[src/rtl/medac_pkg.sv]
// Shared types and constants for the medac write-side controller.
package medac_pkg;

    // Write-side FSM states.
    typedef enum logic {
        GUARD = 1'b0,
        RUN   = 1'b1
    } state_t;

    // Synchronizer tap select width and its top value.
    localparam int SEL_W = 3;
    localparam logic [SEL_W-1:0] SEL_MAX = 3'd7;

endpackage

[src/rtl/medac_sel_adapt.sv]
// Synchronizer-depth adapter: clean-window counter, saturating sync_sel and the
// saturating error counter. sel_up/sel_dn pulse in the cycle that changes sync_sel.
module medac_sel_adapt
    import medac_pkg::*;
#(
    parameter int CLEAN_WIN = 1024,
    parameter int SEL_MIN   = 1,
    parameter int SEL_RST   = 1,
    parameter int ECNT_W    = 16
) (
    input  logic              wclk,
    input  logic              rst_n,
    input  logic              run,
    input  logic              error_w,
    input  logic              adapt_en,
    output logic [SEL_W-1:0]  sync_sel,
    output logic [ECNT_W-1:0] err_cnt,
    output logic              sel_up,
    output logic              sel_dn
);

    localparam int CW = (CLEAN_WIN > 1) ? $clog2(CLEAN_WIN) : 1;
    localparam logic [CW-1:0] CLEAN_LAST = CW'(CLEAN_WIN - 1);
    localparam logic [SEL_W-1:0] SEL_LO = SEL_W'(SEL_MIN);
    localparam logic [SEL_W-1:0] SEL_INIT = SEL_W'(SEL_RST);

    logic [CW-1:0] clean_cnt;
    logic          win_done;

    // An error in the same cycle as window expiry suppresses the decrement.
    assign win_done = run & ~error_w & (clean_cnt == CLEAN_LAST);
    assign sel_up   = run & error_w & adapt_en & (sync_sel < SEL_MAX);
    assign sel_dn   = win_done & adapt_en & (sync_sel > SEL_LO);

    // Clean-window counter: counts error-free RUN cycles, holds at the last value
    // when no decrement is possible, clears on any error or on a decrement.
    always_ff @(posedge wclk or negedge rst_n) begin
        if (!rst_n) begin
            clean_cnt <= '0;
        end else if (error_w || sel_dn) begin
            clean_cnt <= '0;
        end else if (run && (clean_cnt != CLEAN_LAST)) begin
            clean_cnt <= clean_cnt + 1'b1;
        end
    end

    // Synchronizer depth: saturating step up on error, step down on a clean window.
    always_ff @(posedge wclk or negedge rst_n) begin
        if (!rst_n) begin
            sync_sel <= SEL_INIT;
        end else if (sel_up) begin
            sync_sel <= sync_sel + 1'b1;
        end else if (sel_dn) begin
            sync_sel <= sync_sel - 1'b1;
        end
    end

    // Saturating count of cycles with error_w high, in either state.
    always_ff @(posedge wclk or negedge rst_n) begin
        if (!rst_n) begin
            err_cnt <= '0;
        end else if (error_w && (err_cnt != '1)) begin
            err_cnt <= err_cnt + 1'b1;
        end
    end

endmodule

[src/rtl/medac_wr_ctrl.sv]
// Write-side controller for the metastability-detecting dual-clock FIFO.
// Gates the upstream handshake, holds off writes in a guard window after
// synchronizer errors or tap changes, and drives the adaptive sync_sel.
module medac_wr_ctrl
    import medac_pkg::*;
#(
    parameter int DSIZE     = 40,
    parameter int GUARD_CYC = 8,
    parameter int CLEAN_WIN = 1024,
    parameter int SEL_MIN   = 1,
    parameter int SEL_RST   = 1,
    parameter int ECNT_W    = 16
) (
    input  logic              wclk,
    input  logic              rst_n,
    input  logic              en,
    input  logic              adapt_en,
    input  logic              in_valid,
    input  logic [DSIZE-1:0]  in_data,
    output logic              in_ready,
    output logic              winc,
    output logic [DSIZE-1:0]  wdata,
    input  logic              wfull,
    input  logic              error_w,
    output logic [SEL_W-1:0]  sync_sel,
    output logic [ECNT_W-1:0] err_cnt,
    output logic              guard
);

    localparam int GW = (GUARD_CYC > 1) ? $clog2(GUARD_CYC) : 1;
    localparam logic [GW-1:0] GUARD_LOAD = GW'(GUARD_CYC - 1);

    state_t        state;
    logic [GW-1:0] guard_cnt;
    logic          run;
    logic          sel_up;
    logic          sel_dn;
    logic          enter_guard;

    assign run   = (state == RUN);
    assign guard = (state == GUARD);

    // Zero-latency handshake; error_w blocks the write in the cycle it is seen.
    assign in_ready = en & run & ~wfull & ~error_w;
    assign winc     = in_valid & in_ready;
    assign wdata    = in_data;

    // Any tap change can glitch the synchronized read pointer, so it forces GUARD.
    assign enter_guard = error_w | sel_up | sel_dn;

    // FSM with guard down-counter; an error inside GUARD restarts the window.
    always_ff @(posedge wclk or negedge rst_n) begin
        if (!rst_n) begin
            state     <= GUARD;
            guard_cnt <= GUARD_LOAD;
        end else begin
            unique case (state)
                GUARD: begin
                    if (error_w) begin
                        guard_cnt <= GUARD_LOAD;
                    end else if (guard_cnt == '0) begin
                        state <= RUN;
                    end else begin
                        guard_cnt <= guard_cnt - 1'b1;
                    end
                end
                RUN: begin
                    if (enter_guard) begin
                        state     <= GUARD;
                        guard_cnt <= GUARD_LOAD;
                    end
                end
            endcase
        end
    end

    medac_sel_adapt #(
        .CLEAN_WIN (CLEAN_WIN),
        .SEL_MIN   (SEL_MIN),
        .SEL_RST   (SEL_RST),
        .ECNT_W    (ECNT_W)
    ) u_sel_adapt (
        .wclk     (wclk),
        .rst_n    (rst_n),
        .run      (run),
        .error_w  (error_w),
        .adapt_en (adapt_en),
        .sync_sel (sync_sel),
        .err_cnt  (err_cnt),
        .sel_up   (sel_up),
        .sel_dn   (sel_dn)
    );

endmodule

[config.mk]
export PLATFORM = sky130hd
export DESIGN_NAME = medac_wr_ctrl
export DESIGN_NICKNAME = d
export VERILOG_FILES = /design/src/rtl/medac_pkg.sv /design/src/rtl/medac_sel_adapt.sv /design/src/rtl/medac_wr_ctrl.sv
export SDC_FILE = /design/constraint.sdc
export NUM_CORES = 1
export LEC_CHECK = 0
export ABC_CLOCK_PERIOD_IN_PS = 2440
export CORE_AREA = 2 2 75 77
export CTS_BUF_LIST = sky130_fd_sc_hd__clkbuf_8
export CTS_CLUSTER_DIAMETER = 40
export DETAILED_ROUTE_END_ITERATION = 7
export DIE_AREA = 0 0 77 79
export PLACE_DENSITY = 0.81
export SYNTH_ARGS = -nofsm -noshare
export SYNTH_HDL_FRONTEND = slang
export SYNTH_SLANG_ARGS = --single-unit
[constraint.sdc]
create_clock -name wclk -period 2.44 [get_ports wclk]
set_input_delay 0.488 -clock wclk [delete_from_list [all_inputs] [get_ports wclk]]
set_output_delay 0.488 -clock wclk [all_outputs]
set_load 0.05 [all_outputs]
# After elaboration in Yosys (flattened, before gate mapping)
# Cells that the tools add are included.
dict set report classes {
  addsub 5
  n_lt_le_gt_ge 2
  eq_ne 5
  mux 12
  bitwise_logic 16
  reduce_logical 7
}
# op count
set op_table {}
lappend op_table {{10-bit two-way mux} 2}
lappend op_table {{16-bit by 1-bit adder with 16-bit output, second input constant} 1}
lappend op_table {{16-bit inequality test, second input constant} 1}
lappend op_table {{3-bit two-way mux} 5}
lappend op_table {{1-bit AND} 11}
lappend op_table {{10-bit by 1-bit adder with 10-bit output, second input constant} 1}
lappend op_table {{10-bit == test, second input constant} 1}
lappend op_table {{10-bit inequality test, second input constant} 1}
lappend op_table {{3-bit case mux with 2 select lines} 1}
lappend op_table {{3-bit by 1-bit subtractor with 3-bit output, second input constant} 2}
lappend op_table {{2-bit nonzero test} 2}
lappend op_table {{3-bit by 1-bit adder with 3-bit output, second input constant} 1}
lappend op_table {{3-bit by 1-bit > comparator with 1-bit output, second input constant} 1}
lappend op_table {{3-bit zero test} 1}
lappend op_table {{3-bit < comparator, second input constant} 1}
lappend op_table {{1-bit two-way mux} 3}
lappend op_table {{3-bit inequality test, second input constant} 1}
lappend op_table {{1-bit NOT} 3}
lappend op_table {{1-bit logical AND} 2}
lappend op_table {{2-bit by 1-bit inequality test with 1-bit output, second input constant} 1}
lappend op_table {{1-bit bitwise OR} 2}
lappend op_table {{1-bit case mux with 2 select lines} 1}
lappend op_table {{2-bit AND reduction} 1}
lappend op_table {{1-bit logical OR} 1}
dict set report totals {
  reg_bits 33
  output_inout_bits 62
  elab_cells 52
}

# Longest topological paths before layout
dict set report logic_depth {
  word_depth 8
  depth_mapped 7
  depth_no_buf 6
}

# By module
# Synthesis repeated with hierarchy kept, for this count alone.
dict set report unflattened {
  cells_unflattened 223
  area_unflattened_um2 2225.9
}
# module n_inst cells_per_inst area_each_um2
set by_module_without_submodules {}
lappend by_module_without_submodules {medac_sel_adapt 1 156 1667.8}
lappend by_module_without_submodules {medac_wr_ctrl 1 67 558.0}

# Worst setup path after synthesis
# OpenSTA, ideal clock, no wires.
dict set report synth_timing {
  path_type {register to output}
  from {register state (netlist: run)}
  to {output winc}
  arrival_ns 3.251
  path_slack_ns -1.299
  stages_incl_launch_ff 5
  n_path_buf 1
  path_cell_list {dfrtp_1 -> clkbuf_1 -> inv_1 -> nor4b_1 -> and2_1}
}
dict set report synth_between {
  elab_chain_len 4
}
# element line
set synth_lines {}
lappend synth_lines {{start: declaration} medac_wr_ctrl.sv:33} ;# state_t state;
lappend synth_lines {{start signal: assignment} medac_wr_ctrl.sv:54} ;# state <= GUARD;
lappend synth_lines {{start signal: assignment} medac_wr_ctrl.sv:62} ;# state <= RUN;
lappend synth_lines {{start signal: assignment} medac_wr_ctrl.sv:69} ;# state <= GUARD;
lappend synth_lines {{1-bit AND (3 in a row)} medac_wr_ctrl.sv:44} ;# assign in_ready = en & run & ~wfull & ~error_w;
lappend synth_lines {{net in_ready} medac_wr_ctrl.sv:20} ;# output logic in_ready,
lappend synth_lines {{1-bit AND} medac_wr_ctrl.sv:45} ;# assign winc = in_valid & in_ready;
lappend synth_lines {{end: declaration} medac_wr_ctrl.sv:21} ;# output logic winc,
# The timed path passes the listed nets, and every way through them passes these cells.

# Worst setup path after layout
dict set report layout_timing {
  from {register u_sel_adapt.sync_sel[0]}
  to {output sync_sel[0]}
}
# element line
set layout_lines {}
lappend layout_lines {{start: declaration} medac_sel_adapt.sv:16} ;# output logic [SEL_W-1:0] sync_sel,
lappend layout_lines {{start signal: assignment} medac_sel_adapt.sv:52} ;# sync_sel <= sync_sel + 1'b1;
lappend layout_lines {{start signal: assignment} medac_sel_adapt.sv:54} ;# sync_sel <= sync_sel - 1'b1;
lappend layout_lines {{end: declaration} medac_wr_ctrl.sv:25} ;# output logic [SEL_W-1:0] sync_sel,
# No word-level cell between the ends.

==> reports/qor.yml <==
status:
  status: "complete, no violations"
routing:
  drt-met1-wl_mm: 1.76
  drt_iter0_drc: 96
  top_layer_used: "met4"
  route.detailed.drc: 0
  routed-wl-met3_um: 199
  wl_met2_mm: 1.84
  route.vias.total: 1454
  drt_wl_total_mm: 3.88
  wl_per_cell_um: 13.6
  routed_via_density: 5.10
  drtAntennaViolNets: 0
  firstDrtPassIters: 4
die:
  core_um2: 5340
  fp-row-count: 27
  start_util_pct: 39.8
  die_y_um: 79
  io_pins: 109
  fp.dieArea_um2: 6080
  die_x_um: 77
critical_path:
  crit_path_cell_trace: "clkdlybuf4s50_1"
  crit_buf_inv: 1
  regToRegStartpoint: "u_sel_adapt.err_cnt[0]$_DFFE_PN0P_"
  critPathSlowestCell: "clkdlybuf4s50_1"
  slowest_delay_ns: 0.83
  end_kind: "primary output"
  crit_path_start: "u_sel_adapt.sync_sel[0]$_DFFE_PN1P_"
  criticalPathCategory: "reg2out"
  cp-start-kind: "flip-flop"
  worst-path-max-fanout: 7
  path_delay_family: "buffers and inverters"
  required_ns: 1.95
  cp.arrival_ns: 1.73
clock_network:
  root_buffer: "clkbuf_8"
  cts_buffers: 5
  hold_buffers: 0
  postCtsSetupRepairBufs: 0
  cts_buffer_depth: 2
  cts_tree: "yes"
  clk_pin_slew_ns: 0.07
  clock_latency_ns: 0.29
  cts_resized: 0
  numClockSinks: 33
  cts_max_level: 2
yosys:
  seq_area_frac_synth_pct: 39.1
  ys.flop_type: "dfrtp_1"
  ys_types: 44
  yosysWarnings: 0
  synth_edf_count: 0
  postSynth.asyncResetShare_pct: 100
  ys_ff_latch: 33
  synth_cells: 216
  syn-num-nets: 270
  netlist_area_um2: 2120
  syn_avg_cell_area_um2: 9.83
power_and_ir_drop:
  clockPowerShare_pct: 29.2
  switchingPower_uw: 670
  seq_power_share_pct: 40.2
  power.leakage_uw: 0.00104
  switching_share_pct: 36.7
  peakVddDrop_uv: 416
  powerDensity_nw_per_um2: 772
  p_int_uw: 1150
  combPwrFrac_pct: 30.6
timing:
  timing.final.crit_share_pct: 91.0
  setup-tns-final_ns: 0
  layout_setup_ws_ns: 0.219
  slew_headroom_pct: 61.2
  finClkSkew_ns: 0.00870
  rsz0062_at_grt: "false"
  report.final.hold_viol_count: 0
  fmax_ghz: 0.450
  holdWs_ns: 0.516
  setup_viol: 0
  drv_slew: 0
  tightestPinTransition_ns: 0.579
  post-route-min-period_ns: 2.22
placement:
  gp_congestion: 0.771
  placedInstanceArea_um2: 2250
  dp.cells: 277
  hpwl_mm: 2.94
  dpl_worst_slack_ns: 0.314
  portBuffers: 28
job:
  cap_violations: 0
final_layout:
  nets: 266
  stdcell_count: 285
  drive_gt1_share_pct: 14.1
  final_area_um2: 2360
  n_antenna_cell: 0
  syn_to_final_growth_pct: 11.3
grt:
  grt_start_max_net_pins: 34
  grt_pass1_wl_mm: 6.49
  grt_pass1_vias: 1432
  grt_usage_pct: 13.3
  grt-ovfl-total: 0
  antenna_found_initial: 0
worst_hold_path:
  min-delay-start: "u_sel_adapt.err_cnt[7]$_DFFE_PN0P_"
  holdCritPathClass: "reg2reg"
==> per-stage QoR <==
step	total power, uW	utilization, %
4_1_cts	1840	44.3
2_1_floorplan	1280	-
3_5_place_dp	1310	42.1
3_3_place_gp	1290	42.1
6_report	1830	44.3
5_1_grt	1900	44.3
==> power groups by stage <==
stage | clock [uW] | combinational, uW | sequential (uW)
after floorplan | 0 | 334 | 947
after global placement | 0 | 553 | 741
after detailed placement | 0 | 565 | 743
after CTS | 540 | 565 | 734
after global routing | 563 | 593 | 747
final | 532 | 559 | 734
==> logic make-up (layout without fill, tap and decap cells) <==
family / Yosys count / after routing / share of synthesized area [%]
multiplexers: 3 / 3 / 1.71
flip-flops: 33 / 33 / 39.1
AND/OR/NAND/NOR: 72 / 72 / 20.5
AO/OA/AOI/OAI: 27 / 27 / 10.0
XOR/XNOR: 18 / 18 / 7.42
buffers and inverters: 56 / 53 / 17.1
adder cells (fa/ha/maj): 7 / 7 / 4.12
==> synthesized netlist by cell type (4+ instances only) <==
master	number	area (um2)
buf_4	40	300
dfrtp_1	29	726
inv_1	13	48.8
nor2_1	13	48.8
nor3_1	11	55.1
xor2_1	11	96.3
nand2_1	10	37.5
ha_1	7	87.6
nand3_1	7	35.0
xnor2_1	7	61.3
a21oi_1	6	30.0
nand4_1	6	37.5
o21ai_0	6	30.0
dfstp_2	4	105
or3_1	4	25.0
==> registers in the layout, indices dropped and copies added, names as in the netlist <==
register	flops
u_sel_adapt.err_cnt	16
u_sel_adapt.sync_sel	3
run	1
guard_cnt	3
u_sel_adapt.clean_cnt	10
==> area by class of cell <==
class,count,area (um2)
fillers,527,2970
multi-input cells,127,947
flip-flops and latches,33,831
repair buffers,32,330
well taps,72,90.1
clock buffers,6,82.6
inverters,13,48.8
clock inverters,2,33.8
==> cells in the final DEF, fill, tap and decap left out, types with 6 or more instances in the layout <==
master,n
o21ai_0,6
inv_1,14
nand4_1,6
clkbuf_8,6
ha_1,7
xor2_1,11
nand2_1,10
xnor2_1,7
nor3_1,11
dfrtp_1,29
a21oi_1,6
nand3_1,7
clkdlybuf4s50_1,26
nor2_1,13
==> worst paths after layout <==
check	end	cells past startpoint	slack [ns]
setup / recovery	sync_sel[0]	1	0.22
hold / removal	u_sel_adapt.err_cnt[7]$_DFFE_PN0P_	1	0.52
setup reg to reg	u_sel_adapt.err_cnt[1]$_DFFE_PN0P_	4	0.49
hold reg to reg	u_sel_adapt.err_cnt[7]$_DFFE_PN0P_	1	0.52
max in group asynchronous	guard_cnt[0]$_DFFE_PN1P_	2	1.51
min in group asynchronous	u_sel_adapt.sync_sel[2]$_DFFE_PN0P_	2	0.59
==> metal layers <==
metal | up-vias | track usage, %
met5 | - | 0
met4 | 0 | 7.14
met3 | 11 | 3.41
met2 | 31 | 21.5
met1 | 703 | 16.4
li1 | 709 | -
Power figures use the tool's default switching activity.
